<file path="config.mk">
export PLATFORM = sky130hd
export DESIGN_NAME = tcp_client
export DESIGN_NICKNAME = d
export VERILOG_FILES = /design/src/rtl/tcp_client.sv
export SDC_FILE = /design/constraint.sdc
export NUM_CORES = 1
export LEC_CHECK = 0
export ABC_CLOCK_PERIOD_IN_PS = 15450
export BUFFER_PORTS_ARGS = -buffer_cell sky130_fd_sc_hd__buf_2
export CORE_MARGIN = 2
export CORE_UTILIZATION = 50
export DETAILED_ROUTE_END_ITERATION = 10
export PLACE_DENSITY_LB_ADDON = 0.25
export SYNTH_ARGS = -nofsm -noshare
export SYNTH_HDL_FRONTEND = slang
export SYNTH_SLANG_ARGS = --single-unit
</file>
<file path="constraint.sdc">
create_clock -name clk_i -period 15.45 [get_ports clk_i]
set_clock_uncertainty 0.2 [all_clocks]
set_input_delay 3.09 -clock clk_i [delete_from_list [all_inputs] [get_ports clk_i]]
set_output_delay 3.09 -clock clk_i [all_outputs]
set_load 0.1 [all_outputs]
</file>
<file path="src/rtl/tcp_client.sv">
// Active-open TCP connection controller. It sends SYN, waits for a matching
// SYN-ACK (retransmitting on timeout), completes the handshake with ACK and
// tracks the connection until it is closed by abort, a peer RST or a timeout.
//
// state       | meaning
// ------------+---------------------------------------------------------
// CLOSED      | idle, waiting for open_i
// SEND_SYN    | SYN presented to the assembler, waiting for tx_ready_i
// SYN_SENT    | waiting for SYN-ACK, retransmit timer running
// SEND_ACK    | ACK presented to the assembler, waiting for tx_ready_i
// ESTABLISHED | connection open
// SEND_RST    | RST presented to the assembler, waiting for tx_ready_i
module tcp_client #(
  parameter int unsigned TIMEOUT_CYCLES = 1000,
  parameter int unsigned MAX_RETRIES    = 3
) (
  input  logic        clk_i,
  input  logic        rst_i,
  input  logic        open_i,
  input  logic        abort_i,
  input  logic [31:0] iss_i,
  input  logic        rx_valid_i,
  input  logic [5:0]  rx_flags_i,
  input  logic [31:0] rx_seq_i,
  input  logic [31:0] rx_ack_i,
  output logic        tx_valid_o,
  input  logic        tx_ready_i,
  output logic [5:0]  tx_flags_o,
  output logic [31:0] tx_seq_o,
  output logic [31:0] tx_ack_o,
  output logic        established_o,
  output logic [31:0] snd_nxt_o,
  output logic [31:0] rcv_nxt_o,
  output logic        timeout_o,
  output logic        reset_rx_o
);

  localparam int TW = $clog2(TIMEOUT_CYCLES + 1);
  localparam int RW = $clog2(MAX_RETRIES + 2);
  localparam logic [TW-1:0] TIMER_LOAD = TW'(TIMEOUT_CYCLES - 1);
  localparam logic [RW-1:0] RETRY_MAX  = RW'(MAX_RETRIES);

  localparam logic [5:0] F_SYN = 6'h02;
  localparam logic [5:0] F_ACK = 6'h10;
  localparam logic [5:0] F_RST = 6'h04;

  typedef enum logic [2:0] {
    CLOSED, SEND_SYN, SYN_SENT, SEND_ACK, ESTABLISHED, SEND_RST
  } state_t;

  state_t        state;
  logic [31:0]   iss;
  logic [31:0]   irs;
  logic [TW-1:0] timer;
  logic [RW-1:0] retry_cnt;
  logic          abort_pend;

  logic [31:0] iss_p1;
  logic        rx_synack;
  logic        rx_rstack;
  logic        rx_rst_est;

  // Segment classification against the current ISS/IRS
  assign iss_p1     = iss + 32'd1;
  assign rx_synack  = rx_valid_i && rx_flags_i[1] && rx_flags_i[4] && !rx_flags_i[2]
                      && (rx_ack_i == iss_p1);
  assign rx_rstack  = rx_valid_i && rx_flags_i[2] && rx_flags_i[4] && (rx_ack_i == iss_p1);
  assign rx_rst_est = rx_valid_i && rx_flags_i[2] && (rx_seq_i == irs + 32'd1);

  // Connection FSM with registered tx request, status and pulse outputs
  always_ff @(posedge clk_i or posedge rst_i) begin
    if (rst_i) begin
      state         <= CLOSED;
      iss           <= '0;
      irs           <= '0;
      timer         <= '0;
      retry_cnt     <= '0;
      abort_pend    <= 1'b0;
      tx_valid_o    <= 1'b0;
      tx_flags_o    <= '0;
      tx_seq_o      <= '0;
      tx_ack_o      <= '0;
      established_o <= 1'b0;
      snd_nxt_o     <= '0;
      rcv_nxt_o     <= '0;
      timeout_o     <= 1'b0;
      reset_rx_o    <= 1'b0;
    end else begin
      timeout_o  <= 1'b0;
      reset_rx_o <= 1'b0;
      case (state)
        CLOSED: begin
          if (open_i) begin
            state      <= SEND_SYN;
            iss        <= iss_i;
            retry_cnt  <= '0;
            abort_pend <= 1'b0;
            tx_valid_o <= 1'b1;
            tx_flags_o <= F_SYN;
            tx_seq_o   <= iss_i;
            tx_ack_o   <= '0;
            snd_nxt_o  <= iss_i;
            rcv_nxt_o  <= '0;
          end
        end

        SEND_SYN: begin
          if (abort_i) abort_pend <= 1'b1;
          if (tx_ready_i) begin
            tx_valid_o <= 1'b0;
            tx_flags_o <= '0;
            tx_seq_o   <= '0;
            if (abort_pend || abort_i) begin
              state      <= CLOSED;
              abort_pend <= 1'b0;
              snd_nxt_o  <= '0;
            end else begin
              state <= SYN_SENT;
              timer <= TIMER_LOAD;
            end
          end
        end

        SYN_SENT: begin
          // A valid SYN-ACK wins over a simultaneous timer expiry
          if (abort_i) begin
            state     <= CLOSED;
            snd_nxt_o <= '0;
          end else if (rx_synack) begin
            state      <= SEND_ACK;
            irs        <= rx_seq_i;
            tx_valid_o <= 1'b1;
            tx_flags_o <= F_ACK;
            tx_seq_o   <= iss_p1;
            tx_ack_o   <= rx_seq_i + 32'd1;
            snd_nxt_o  <= iss_p1;
            rcv_nxt_o  <= rx_seq_i + 32'd1;
          end else if (rx_rstack) begin
            state      <= CLOSED;
            reset_rx_o <= 1'b1;
            snd_nxt_o  <= '0;
          end else if (timer == '0) begin
            if (retry_cnt == RETRY_MAX) begin
              state     <= CLOSED;
              timeout_o <= 1'b1;
              snd_nxt_o <= '0;
            end else begin
              state      <= SEND_SYN;
              retry_cnt  <= retry_cnt + 1'b1;
              tx_valid_o <= 1'b1;
              tx_flags_o <= F_SYN;
              tx_seq_o   <= iss;
              tx_ack_o   <= '0;
            end
          end else begin
            timer <= timer - 1'b1;
          end
        end

        SEND_ACK: begin
          if (abort_i) abort_pend <= 1'b1;
          if (tx_ready_i) begin
            if (abort_pend || abort_i) begin
              // Back-to-back request: the RST follows the accepted ACK
              state      <= SEND_RST;
              abort_pend <= 1'b0;
              tx_flags_o <= F_RST;
              tx_seq_o   <= iss_p1;
              tx_ack_o   <= '0;
            end else begin
              state         <= ESTABLISHED;
              established_o <= 1'b1;
              tx_valid_o    <= 1'b0;
              tx_flags_o    <= '0;
              tx_seq_o      <= '0;
              tx_ack_o      <= '0;
            end
          end
        end

        ESTABLISHED: begin
          if (abort_i) begin
            state         <= SEND_RST;
            established_o <= 1'b0;
            tx_valid_o    <= 1'b1;
            tx_flags_o    <= F_RST;
            tx_seq_o      <= iss_p1;
            tx_ack_o      <= '0;
          end else if (rx_rst_est) begin
            state         <= CLOSED;
            established_o <= 1'b0;
            reset_rx_o    <= 1'b1;
            snd_nxt_o     <= '0;
            rcv_nxt_o     <= '0;
          end else if (rx_synack) begin
            // Our ACK was lost; resend it with the IRS already captured
            state         <= SEND_ACK;
            established_o <= 1'b0;
            tx_valid_o    <= 1'b1;
            tx_flags_o    <= F_ACK;
            tx_seq_o      <= iss_p1;
            tx_ack_o      <= irs + 32'd1;
          end
        end

        SEND_RST: begin
          if (tx_ready_i) begin
            state      <= CLOSED;
            tx_valid_o <= 1'b0;
            tx_flags_o <= '0;
            tx_seq_o   <= '0;
            tx_ack_o   <= '0;
            snd_nxt_o  <= '0;
            rcv_nxt_o  <= '0;
          end
        end

        default: begin
          state         <= CLOSED;
          tx_valid_o    <= 1'b0;
          established_o <= 1'b0;
          snd_nxt_o     <= '0;
          rcv_nxt_o     <= '0;
        end
      endcase
    end
  end

endmodule

</file>
---- Word level (Yosys, flattened, before mapping) ----
Cells that the tools add are included.
storage, ports and cells
  bits in registers ....................... 219
  word-level logic and storage cells ...... 205
  input port bits ......................... 108
  output and inout bits ................... 138
operators by class
  bitwise logic cells ..................... 4
  reduce and logical (&&, ||, !) cells .... 33
  muxes and demuxes ....................... 114
  equal/unequal tests ..................... 34
  add/subtract/negate cells ............... 5
operators by type and width
  operator                 count
  $mux W32                 32
  $pmux W32 S5             2
  $pmux W32 S6             1
  $pmux W32 S4             1
  $add A32 B1 Y32 const B  3
  $mux W6                  11
  $eq A32 B32 Y1           2
  $mux W10                 6
  $mux W3                  18
  $mux W1                  34
  $ne A2 B2 Y1 const B     16
  $pmux W6 S5              1
  $reduce_and A7 Y1        3
  $pmux W10 S2             1
  $reduce_and A10 Y1       2
  $pmux W3 S6              1
  $reduce_and A9 Y1        2
  $ne A3 B3 Y1 const B     5
  $logic_not A10 Y1        1
  $ne A5 B5 Y1 const B     2
  $sub A10 B1 Y10 const B  1
  $eq A3 B2 Y1 const B     3
  $logic_and A1 B1 Y1      8
  $eq A3 B3 Y1 const B     2
  22 further kinds         32

---- Longest topological paths before layout ----
  depth after elaboration ................. 8
  mapped depth ............................ 18
  mapped depth without buffers ............ 15

---- Worst setup path before layout ----
No wires, ideal clock.
  kind .................................... input-to-reg
  start point ............................. input rx_ack_i[3]
  end point ............................... register tx_seq_o[0]
  slack ................................... 9.074 ns
  arrival ................................. 6.047 ns
  buffers on the path ..................... 0
  setup time .............................. 0.128 ns
  stages .................................. 14
  data required time ...................... 15.122 ns
  cell sequence ........................... nor2b_1 > o21ai_0 > nand4_1 > a2111oi_0 > nand4_1 > or4_1 > or4_1 > nor2_1 > ha_1 > a21oi_1 > a32o_1 > a21oi_1 > a31oi_1 > mux2_1
on the way
  cells in the longest elaborated chain, start to end .. 5
  elaborated cells on any way between the ends .. 11
  those cells by class .................... eq/ne: 5; mux: 3; reduce/logical: 3
RTL lines
  item                  RTL line  source
  from (decl)           25        input logic [31:0] rx_ack_i,
  $eq A32 B32 Y1 *      66, 67
  $logic_and A1 B1 Y1   66        && (rx_ack_i == iss_p1);
  $mux W32              129       end else if (rx_synack) begin
  $mux W32              126       if (abort_i) begin
  $pmux W32 S5          91        case (state)
  to (signal assigned)  100       tx_seq_o <= iss_i;
  to (signal assigned)  134       tx_seq_o <= iss_p1;
  to (signal assigned)  152       tx_seq_o <= iss;
  to (decl)             29        output logic [31:0] tx_seq_o,
Every way passes the cells marked *; elsewhere a longest branch is shown, timed or not. The select of a mux whose other input is x is not followed.
A chain may end at the register's enable or synchronous reset.

---- Final worst setup path ----
  start point ............................. input rx_ack_i[20]
  end point ............................... register retry_cnt[0]
on the way
  cells in the longest elaborated chain, start to end .. 4
  elaborated cells on any way between the ends .. 6
  those cells by class .................... eq/ne: 3; reduce/logical: 3
RTL lines
  item                                    RTL line  source
  $eq A32 B32 Y1 *                        66, 67
  $logic_and A1 B1 Y1 (on tied branches)  67, 66
  $ne A2 B2 Y1 (no source line)           n/a
  $reduce_and A7 Y1 (no source line) *    n/a
  to (signal assigned)                    149       retry_cnt <= retry_cnt + 1'b1;
  to (decl)                               55        logic [RW-1:0] retry_cnt;
Every way passes the cells marked *; elsewhere a longest branch is shown, timed or not.

==> impl_metrics.csv <==
group,metric,value,unit
outcome,status,"completed",
setup_path,crit_path_cell_trace,"buf_2, o21ai_0, nand4_1, a2111oi_0, nand4_1, or4_1, or4_1, a2bb2oi_2, a21oi_4, buf_4, o21ai_1, mux2_2",
clocking,cts_root_buffer,"clkbuf_16",
clocking,cts_resized,0,
timing,hold_viol,0,
synthesis,synth_top_area_share,37.0,%
global_routing,grt_pass1_wl,75.0,mm
synthesis,synth-edff-count,0,
route,antenna_left,0,
cells_and_area,final_cell_mix,"buf_2 (239), dfrtp_1 (216), nor2_1 (162), nand2_1 (149), o21ai_0 (108)",
floorplanning,die_w,175,µm
timing,layout_min_cycle_time,7.35,ns
synthesis,syn-cell-area,14600,µm²
setup_path,path_buf_inv,2,
route,drtIter0Drc,1159,
floorplanning,core_area,28800,µm²
synthesis,ys_async_sr_fraction,100,%
timing,tns,0,ns
worst_hold_path,hold_class,"flop to flop",
synthesis,synth_ff_type,"dfrtp_1",
clocking,cts_tree,"yes",
clocking,cts_num_sinks,216,
cells_and_area,final_common_cell,"buf_2",
timing,timing.final.crit_share,47.6,%
power,p_leak,7.32,nW
global_routing,grt-ovfl-total,0,
clocking,cts_setup_buffers,0,
power,vdd_drop_max,0.204,mV
route,drc,0,
synthesis,yosysTopAreaCell,"dfrtp_1",
clocking,clock_latency,0.57,ns
power,total_power,4.21,mW
placement,portBuffers,239,
route,vias,13800,
clocking,cts_hold_buf,0,
clocking,ctsHtreeMaxLevel,1,
synthesis,synth.avg_cell_area,8.75,µm²
timing,maxSlewViolCount,0,
synthesis,yosysWarningCount,0,
setup_path,critical_path_arrival,7.59,ns
timing,tightest_slew,1.14,ns
clocking,clockBufferDepth,3,
route,wl_per_cell,21.6,µm
timing,rsz0062_at_grt,"no",
cells_and_area,syn2layout_area_growth,15.3,%
global_routing,antenna_found_initial,1,
global_routing,grt_pass1_vias,13400,
cells_and_area,final_cell_count_no_fill,2237,
setup_path,end_kind,"flop",
route,dr.pass1.iters,5,
worst_hold_path,hp-start,"tx_seq_o[0]$_DFFE_PP0P_",
synthesis,synth.yosys.seq_area_share,37.0,%
placement,place.gp.congestion,0.984,
floorplanning,rows,62,
placement,numPlacedInstances,2186,
synthesis,synth_area_leaders,"dfrtp_1 (37%), mux2_2 (4.8%), nor2_1 (4.2%), xnor2_1 (4.1%), nand2_1 (3.8%)",
flow_run,cap_violations,0,
setup_path,worstPathRequired,15.69,ns
placement,dp_hpwl,35.0,mm
setup_path,crit_family,"simple AND/OR/NAND/NOR gates",
synthesis,syn_inst,1671,
synthesis,ys_types,93,
floorplanning,ioPinCount,246,
route,wl,48.3,mm
timing,slew_headroom,23.8,%
floorplanning,die_area,30600,µm²
setup_path,cpPeakStageDelay,0.67,ns
power,p_per_area,249,nW/µm²
route,detail_route.vias_per_cell,6.19,
setup_path,cp-start-kind,"primary input",
setup_path,crit_fanout,64,
cells_and_area,final_layout_size_suffix_gt1_share,23.4,%
floorplanning,die_h,175,µm
global_routing,grt_usage,30.9,%
setup_path,cpMaxStageDelayCell,"or4_1",
cells_and_area,layout.nets,1946,
timing,fmax,136,MHz
clocking,cts_made_buffers,27,
synthesis,synth_seq_cells,216,
setup_path,crit_type,"primary input to flop",
setup_path,r2r-start,"iss[0]$_DFFE_PP0P_",
timing,setup_violations,0,
floorplanning,start_util,50.8,%
global_routing,grt_max_degree,80,
clocking,clkTransAtPathRegs,0.06,ns
setup_path,cp-startpoint,"rx_ack_i[20]",
worst reg2reg max path: stages (launching register included):
cell and delay (ns):
dfrtp_1 0.55, ha_1 0.46, nand3_1 0.58, nor4_4 0.78, nor4b_1 0.71, xnor2_1 0.23, a2bb2oi_1 0.17, o2111ai_1 0.20
nor3_1 0.62, nand3_1 0.81, buf_4 0.46, a21o_1 0.16, a221o_1 0.36, a31oi_1 0.19
state kept, by name, summed over array words and instances, names as in the netlist:
name and count:
tx_ack_o 32, rcv_nxt_o 32, iss 32, snd_nxt_o 32, state 3, abort_pend 1, tx_seq_o 32, tx_flags_o 3
timer 10, established_o 1, tx_valid_o 1, timeout_o 1, retry_cnt 3, reset_rx_o 1, irs 32
final timing paths:
kind,endpoint,slack (ns),cells after the start
max,retry_cnt[0]$_DFFE_PP0P_,8.10,12
min,tx_seq_o[0]$_DFFE_PP0P_,0.28,1
max reg2reg,tx_seq_o[21]$_DFFE_PP0P_,8.88,13
min reg2reg,tx_seq_o[0]$_DFFE_PP0P_,0.28,1
max in group asynchronous,tx_seq_o[31]$_DFFE_PP0P_,11.24,3
min in group asynchronous,rcv_nxt_o[3]$_DFFE_PP0P_,2.38,2
layout make-up:
class                   instances  area, µm²
inverters                      51        199
clock inverters                19        287
diodes                          1       2.50
well taps                     384        480
repair buffers                256       1320
flip-flops and latches        216       5410
clock buffers                  31        721
fillers                      2641      11900
multi-input cells            1279       8450
Yosys cell counts (7+ instances only):
cell	instances
nand3b_1	9
nor2b_1	10
a21o_1	7
mux2_1	24
or4_1	9
nand2_1	150
and3_1	24
xnor2_1	69
and2_1	12
nand2b_1	11
a31oi_1	47
nor2_1	164
clkbuf_1	66
nor4_1	25
nor3_1	33
nand3_1	68
a22oi_1	20
mux2_2	62
a21boi_0	10
or3_1	15
dfrtp_1	216
nand4_1	40
o2111ai_1	9
nor3b_1	7
inv_1	51
o31ai_1	9
ha_1	7
o21ai_0	108
buf_2	40
xor2_1	53
o22ai_1	11
mux2_4	29
or2_2	8
o211ai_1	9
a21oi_1	100
buf_6	8
and4_1	8
report_power, final:
group	total [mW]	switching (mW)	internal, mW
sequential	1.01	0.235	0.779
combinational	2.48	1.89	0.593
clock	0.714	0.275	0.440
total	4.21	2.40	1.81
cells by family after synthesis:
kind of cell	share of synthesized area (%)
AO/OA/AOI/OAI	17.6
XOR/XNOR	7.72
multiplexers	9.94
buffers and inverters	5.48
adder cells (fa/ha/maj)	0.599
flip-flops	37.0
other	0.0256
AND/OR/NAND/NOR	21.7
metrics by stage:
stage / area [µm²] / hold WS (ns) / util, % / setup WS, ns
after CTS: 16900 / 0.291 / 58.6 / 8.21
final: 16900 / 0.283 / 58.6 / 8.10
after global routing: 16900 / 0.313 / 58.6 / 7.86
after detailed placement: 15900 / 0.277 / 55.1 / 7.63
after global placement: 15900 / 0.273 / 55.1 / 7.60
after floorplan: 14600 / 0.256 / - / 6.25
metal layers:
metal	wire length, µm	vias up	global-route usage, %
met5	0	-	0
met4	1930	0	12.0
met3	3890	140	4.44
met2	22800	657	51.8
met1	19700	6664	40.4
li1	-	6377	-
Power figures use the tool's default switching activity.
